$ cat config.mk
export PLATFORM = sky130hd
export DESIGN_NAME = freq_meter
export DESIGN_NICKNAME = d
export VERILOG_FILES = /design/src/rtl/freq_meter_pkg.sv /design/src/rtl/freq_meter_sync_edge_det.sv /design/src/rtl/freq_meter.sv
export SDC_FILE = /design/constraint.sdc
export NUM_CORES = 1
export LEC_CHECK = 0
export CAP_MARGIN = 0
export CORE_ASPECT_RATIO = 2
export CORE_MARGIN = 2
export CORE_UTILIZATION = 50
export CTS_CLUSTER_DIAMETER = 80
export DETAILED_ROUTE_END_ITERATION = 12
export GPL_ROUTABILITY_DRIVEN = 0
export PLACE_DENSITY_LB_ADDON = 0.2
export SLEW_MARGIN = 20
export SYNTH_ARGS = -nofsm -noshare
export SYNTH_HDL_FRONTEND = slang
export SYNTH_SLANG_ARGS = --single-unit
$ cat constraint.sdc
create_clock -name clk_i -period 2.9 [get_ports clk_i]
set_clock_uncertainty 0.2 [all_clocks]
set_input_delay 0.87 -clock clk_i [delete_from_list [all_inputs] [get_ports clk_i]]
set_output_delay 0.87 -clock clk_i [all_outputs]
set_load 0.03 [all_outputs]
$ cat src/rtl/freq_meter_pkg.sv
// Shared types and defaults for the frequency / duty meter.
package freq_meter_pkg;

  typedef enum logic [1:0] {
    IDLE = 2'd0,
    ARM  = 2'd1,
    MEAS = 2'd2,
    DONE = 2'd3
  } state_t;

  localparam int unsigned CNT_W_DEF       = 16;
  localparam int unsigned SYNC_STAGES_DEF = 2;

endpackage

$ cat src/rtl/freq_meter_sync_edge_det.sv
// Synchronizes an asynchronous input and emits one-cycle rise/fall pulses.
module sync_edge_det
  import freq_meter_pkg::*;
#(
  parameter int unsigned SYNC_STAGES = SYNC_STAGES_DEF
) (
  input  logic clk_i,
  input  logic reset_i,
  input  logic sig_i,
  output logic rise_o,
  output logic fall_o
);

  logic [SYNC_STAGES-1:0] sync_q;
  logic                   prev_q;

  // Pulses appear SYNC_STAGES+1 cycles after the input edge.
  always_ff @(posedge clk_i or posedge reset_i) begin
    if (reset_i) begin
      sync_q <= '0;
      prev_q <= 1'b0;
      rise_o <= 1'b0;
      fall_o <= 1'b0;
    end else begin
      sync_q <= {sync_q[SYNC_STAGES-2:0], sig_i};
      prev_q <= sync_q[SYNC_STAGES-1];
      rise_o <= sync_q[SYNC_STAGES-1] & ~prev_q;
      fall_o <= ~sync_q[SYNC_STAGES-1] & prev_q;
    end
  end

endmodule

$ cat src/rtl/freq_meter.sv
// Measures period and high time of a slow asynchronous input in clk_i cycles,
// single-shot or continuously, with a saturation timeout.
module freq_meter
  import freq_meter_pkg::*;
#(
  parameter int unsigned CNT_W       = CNT_W_DEF,
  parameter int unsigned SYNC_STAGES = SYNC_STAGES_DEF
) (
  input  logic             clk_i,
  input  logic             reset_i,
  input  logic             sig_i,
  input  logic             start_i,
  input  logic             cont_i,
  output logic             busy_o,
  output logic             done_o,
  output logic [CNT_W-1:0] period_o,
  output logic [CNT_W-1:0] high_o,
  output logic             timeout_o
);

  localparam logic [CNT_W-1:0] CNT_MAX = '1;

  state_t           state_q, state_d;
  logic [CNT_W-1:0] cnt_q, cnt_d;
  logic [CNT_W-1:0] period_d, high_d;
  logic             timeout_d;
  logic             rise, fall;

  sync_edge_det #(.SYNC_STAGES(SYNC_STAGES)) u_sync (
    .clk_i  (clk_i),
    .reset_i(reset_i),
    .sig_i  (sig_i),
    .rise_o (rise),
    .fall_o (fall)
  );

  always_ff @(posedge clk_i or posedge reset_i) begin
    if (reset_i) state_q <= IDLE;
    else         state_q <= state_d;
  end

  // Next state, counter and result updates.
  always_comb begin
    state_d   = state_q;
    cnt_d     = cnt_q;
    period_d  = period_o;
    high_d    = high_o;
    timeout_d = timeout_o;
    unique case (state_q)
      IDLE: begin
        if (start_i) begin
          state_d   = ARM;
          cnt_d     = '0;
          timeout_d = 1'b0;
        end
      end
      ARM: begin
        if (rise) begin
          state_d = MEAS;
          cnt_d   = CNT_W'(1);
        end else if (cnt_q == CNT_MAX) begin
          state_d   = DONE;
          period_d  = '0;
          high_d    = '0;
          timeout_d = 1'b1;
        end else begin
          cnt_d = cnt_q + CNT_W'(1);
        end
      end
      MEAS: begin
        if (fall) high_d = cnt_q;
        if (rise) begin
          state_d   = DONE;
          period_d  = cnt_q;
          timeout_d = 1'b0;
          cnt_d     = CNT_W'(1);
        end else if (cnt_q == CNT_MAX) begin
          state_d   = DONE;
          period_d  = '0;
          high_d    = '0;
          timeout_d = 1'b1;
        end else begin
          cnt_d = cnt_q + CNT_W'(1);
        end
      end
      DONE: begin
        // The closing rise opens the next period; DONE is its second cycle.
        if (cont_i && timeout_o) begin
          state_d = ARM;
          cnt_d   = '0;
        end else if (cont_i) begin
          state_d = MEAS;
          cnt_d   = CNT_W'(2);
        end else begin
          state_d = IDLE;
        end
      end
      default: state_d = IDLE;
    endcase
  end

  always_ff @(posedge clk_i or posedge reset_i) begin
    if (reset_i) begin
      cnt_q     <= '0;
      busy_o    <= 1'b0;
      done_o    <= 1'b0;
      period_o  <= '0;
      high_o    <= '0;
      timeout_o <= 1'b0;
    end else begin
      cnt_q     <= cnt_d;
      busy_o    <= (state_d == ARM) || (state_d == MEAS);
      done_o    <= (state_d == DONE);
      period_o  <= period_d;
      high_o    <= high_d;
      timeout_o <= timeout_d;
    end
  end

endmodule

; Word-level counts from Yosys, hierarchy flattened
; Index checks and enable logic that the tools add are counted.
[word_totals]
inputBits = 5
reg_bits = 58
elab_cells = 66
output_inout_bits = 35
[op_classes]
eq_ne = 12
n_addsub = 1
n_mux = 28
n_bitwise = 4
reduce_logical = 10
[ops]
columns = op, n
row1 = 16-bit 2-to-1 mux, 13
row2 = 16-bit case mux with 2 select lines, 2
row3 = 16-bit case mux with 3 select lines, 1
row4 = "16-bit by 1-bit adder with 16-bit output, second input constant", 1
row5 = "16-bit equality test, second input constant", 1
row6 = 2-bit 2-to-1 mux, 6
row7 = 3-bit AND reduction, 3
row8 = "2-bit equality test, second input constant", 4
row9 = 2-bit case mux with 4 select lines, 1
row10 = "2-bit inequality test, second input constant", 3
row11 = "2-bit by 1-bit equality test with 1-bit output, second input constant", 2
row12 = 1-bit 2-to-1 mux, 4
row13 = "3-bit by 2-bit inequality test with 1-bit output, second input constant", 1
row14 = "3-bit inequality test, second input constant", 1
row15 = 1-bit case mux with 3 select lines, 1
row16 = 3-bit nonzero test, 1
row17 = 1-bit AND, 2
row18 = 2-bit logical NOT, 1
row19 = 1-bit inverter, 2
row20 = 2-bit AND reduction, 1
row21 = 2-bit nonzero test, 1
row22 = 2-bit OR reduction, 1
row23 = 1-bit logical AND, 1
row24 = 1-bit logical OR, 1

; Logic depth before layout (Yosys ltp)
[logic_depth]
word_depth = 6
depth_mapped = 7
ltp_nobuf = 7

; Cells and area by module
; From an unflattened synthesis, not the netlist that was laid out.
[unflattened]
cells_unflattened = 244
hier_area_um2 = 2844.0
[modules_own_cells]
columns = mod, cells_each, n_inst, area_each_um2, seq_area_each_um2
row1 = freq_meter, 236, 1, 2700.1, 1326.3
row2 = sync_edge_det, 8, 1, 143.9, 125.1

; Worst setup path before layout
; Ideal clock, no wire load.
[synth_path]
path_kind = register -> register
startpoint = register cnt_q[1]
endpoint = register high_o[0]
required_ps = 2579
arrival_ps = 1985
setup_time_ps = 121
setup_slack_ps = 594
n_path_buf = 1
synth_period_minus_slack_ps = 2306
path_stages_with_launch = 7
path_cell_list = dfrtp_1 > ha_1 > nand4_4 > or4_4 > o2111a_2 > buf_6 > a22o_1
[synth_between]
elab_chain_len = 4
elab_cells_between_ends = 6
cone_classes = eq/ne: 2 / mux: 3 / reduce/logical: 1
[synth_lines]
columns = item, line_no
row1 = start: declaration, freq_meter.sv:24  ; logic [CNT_W-1:0] cnt_q, cnt_d;
row2 = start signal: assignment, freq_meter.sv:111  ; cnt_q <= cnt_d;
row3 = 16-bit equality test *, "freq_meter.sv:61, freq_meter.sv:77"
row4 = 16-bit 2-to-1 mux, freq_meter.sv:77  ; end else if (cnt_q == CNT_MAX) begin
row5 = 16-bit 2-to-1 mux, freq_meter.sv:72  ; if (rise) begin
row6 = 16-bit case mux with 2 select lines, freq_meter.sv:49  ; unique case (state_q)
row7 = end signal: assignment, freq_meter.sv:115  ; high_o <= high_d;
row8 = end: declaration, freq_meter.sv:17  ; output logic [CNT_W-1:0] high_o,
; Mark *: on every way between the ends. The rest lies on a longest branch, timed or not.
; A chain may end at the register's enable or synchronous reset.

; Worst setup path after layout
[layout_path]
startpoint = register timeout_o
endpoint = output port timeout_o
[layout_rtl]
columns = item, line_no
row1 = start: declaration, freq_meter.sv:18  ; output logic timeout_o
row2 = start signal: assignment, freq_meter.sv:116  ; timeout_o <= timeout_d;
; No word-level cell between the ends.

==> metrics <==
Tot Pwr=2.41 mW; post-synthesis register bit count=58; kind of critical path=reg -> out; post-synth cell types=44; Resize count post-CTS=0; largest net degree at the start of global routing=59; register area share after synthesis=54.0%; CTS Hold Buffers Added=0; cell area after synthesis=2690 um2; Final Critical Period=2.52 ns; Die Wd=55.9 um; clock sink count=58; Avg WL per Cell=18.6 um; area grow syn2layout=27.7%; Synth area leader=dfrtp_1; net switching power=0.844 mW; vias in the first global route=2245; Post-synth EDFFs=0; io pins=40; post-synthesis average cell area=11.4 um2; core area=5180 um2; Internal Power=1.57 mW; sequential power share=37.4%; VDD IR max=0.579 mV; final setup violation count=0; clock share of power=28.1%; Synth Net Count=249; CTS tree=yes; CP bufs+invs=1; Port Buffer Count=39; f_max=397 MHz; Root Buffer Master=clkbuf_8; pwr dens=702 nW/um2; global-route usage over all layers=24.1%; TritonCTS Buffers=9; chip height=108 um; Worst R2R Start=cnt_q[0]; CP peak stage delay=0.70 ns; Synth area leaders=dfrtp_1, a22o_1, ha_1; CP startpoint=timeout_o; max cap viols=0; commonest non-fill, non-tap cell in the layout=dfrtp_1; Initial Util=51.9%; Clock Path Buffers=2; critical path's top delay family=buffers and inverters; Max-slew headroom=60.7%; outcome=finished clean; Primary FF master, synth=dfrtp_1; DRC violations left=0; crit path max fanout=5; HP Class=reg -> reg; Syn Inst Count=237; hold path startpoint=u_sync.sync_q[0]; WL final=6590 um; most frequent cells in the layout=dfrtp_1, clkdlybuf4s50_1, a22o_1; Least-Margin Pin Slew=0.589 ns; initial antenna violation count=0; layout cell share with drive strength beyond 1=14.8%; combinational power share=34.5%; # H-tree levels=3; Setup TNS=0 ns; post-CTS setup buffer count=0; Detail Placement HPWL=4750 um; routed via count=2210; final period utilization=86.9%; first-pass GRT wire length=10900 um; CTS clk-pin slew, worst paths=0.06 ns; asr flop ratio synth=100%; slowest stage cell, crit path=clkdlybuf4s50_1; initial DRC count=69; antenna cells=0; YS warnings=0; worst path arrival time=1.45 ns; Core Rows=37; Critical Path RT=1.83 ns; LEAKAGE=1.57 nW; Avg Vias per Cell=6.23; worst path cell trace=clkdlybuf4s50_1; die area=6020 um2; final slew viol count=0; Critical Path Start Type=flip-flop; CP Capture Type=primary output; sw frac=35.0%; final hold violations=0; global route total overflow=0; clock latency on the worst-skew pair=0.34 ns; Routed Antenna Nets=0; drt pass-1 iters=4; RSZ-0062 raised after global routing=no; share of the synthesized area in the top cell type=54.0%; Nets=304
[state kept, by name (all words and copies together), names as in the netlist]
signal / flops
cnt_q: 16
period_o: 16
u_sync.fall_o: 1
busy_o: 1
done_o: 1
u_sync.prev_q: 1
timeout_o: 1
u_sync.rise_o: 1
u_sync.sync_q: 2
high_o: 16
state_q: 2
[final cells by class]
class                           instances  area (um2)
Clock inverter                          2        10.0
Multi-Input combinational cell        154        1130
Timing Repair Buffer                   61         568
Sequential cell                        58        1450
Fill cell                             438        1750
Inverter                                8        30.0
Clock buffer                           14         173
Tap cell                               58        72.6
[power by group through the flow]
stage          registers [mW]  logic (mW)  clock network, mW
4_1_cts                 0.903       0.826              0.703
3_5_place_dp            0.918       0.824                  0
5_1_grt                 0.908       0.916              0.736
6_report                0.902       0.832              0.679
2_1_floorplan           0.969       0.466                  0
3_3_place_gp            0.915       0.816                  0
[cell families after synthesis]
group           share of synthesized area, %
compound gates                          22.8
mux                                    0.744
fa+ha+maj                               3.26
buf+inv                                 4.00
simple gates                            15.3
flops                                   54.0
[path summary, 6_finish.rpt]
check	endpoint	slack, ns	cells past startpoint
max	timeout_o	0.38	1
max reg2reg	cnt_q[13]	0.47	6
min in group asynchronous	period_o[3]	0.70	3
min reg2reg	u_sync.sync_q[1]	0.16	0
min	u_sync.sync_q[1]	0.16	0
max in group asynchronous	cnt_q[15]	1.54	3
[synthesized netlist by cell type (2+ instances only)]
cell,instances
o211ai_1,3
a22o_1,33
ha_1,7
a221o_1,3
nand2_1,11
nand3_1,5
nor3_1,6
nor2_1,4
a31oi_1,13
mux2i_1,2
a21oi_1,7
clkbuf_2,2
o21ai_0,4
o22ai_1,2
nor2b_1,9
a41oi_1,4
clkbuf_1,11
nand2b_1,5
nand4_1,6
dfrtp_1,58
and4_1,3
inv_1,8
and2_1,2
and3_1,4
nor3b_1,2
nor4_1,3
buf_2,3
[through the flow]
| stage | worst slack, ns | area, um2 | cells | hold WS (ns) | util [%] |
|---|---|---|---|---|---|
| 2_1_floorplan | 0.402 | 2690 | 237 | 0.131 | - |
| 3_3_place_gp | 0.242 | 3250 | 339 | 0.143 | 62.7 |
| 3_5_place_dp | 0.204 | 3250 | 339 | 0.136 | 62.7 |
| 4_1_cts | 0.357 | 3440 | 355 | 0.159 | 66.3 |
| 5_1_grt | 0.316 | 3440 | 355 | 0.174 | 66.3 |
| 6_report | 0.379 | 3440 | 355 | 0.157 | 66.3 |
[routing by layer]
layer,vias to the layer above,routed length [um],track usage [%]
met4,0,498,21.3
li1,1024,-,-
met5,-,0,0
met3,26,270,5.17
met2,74,3280,37.8
met1,1086,2540,27.2
(Power assumes the default switching activity.)
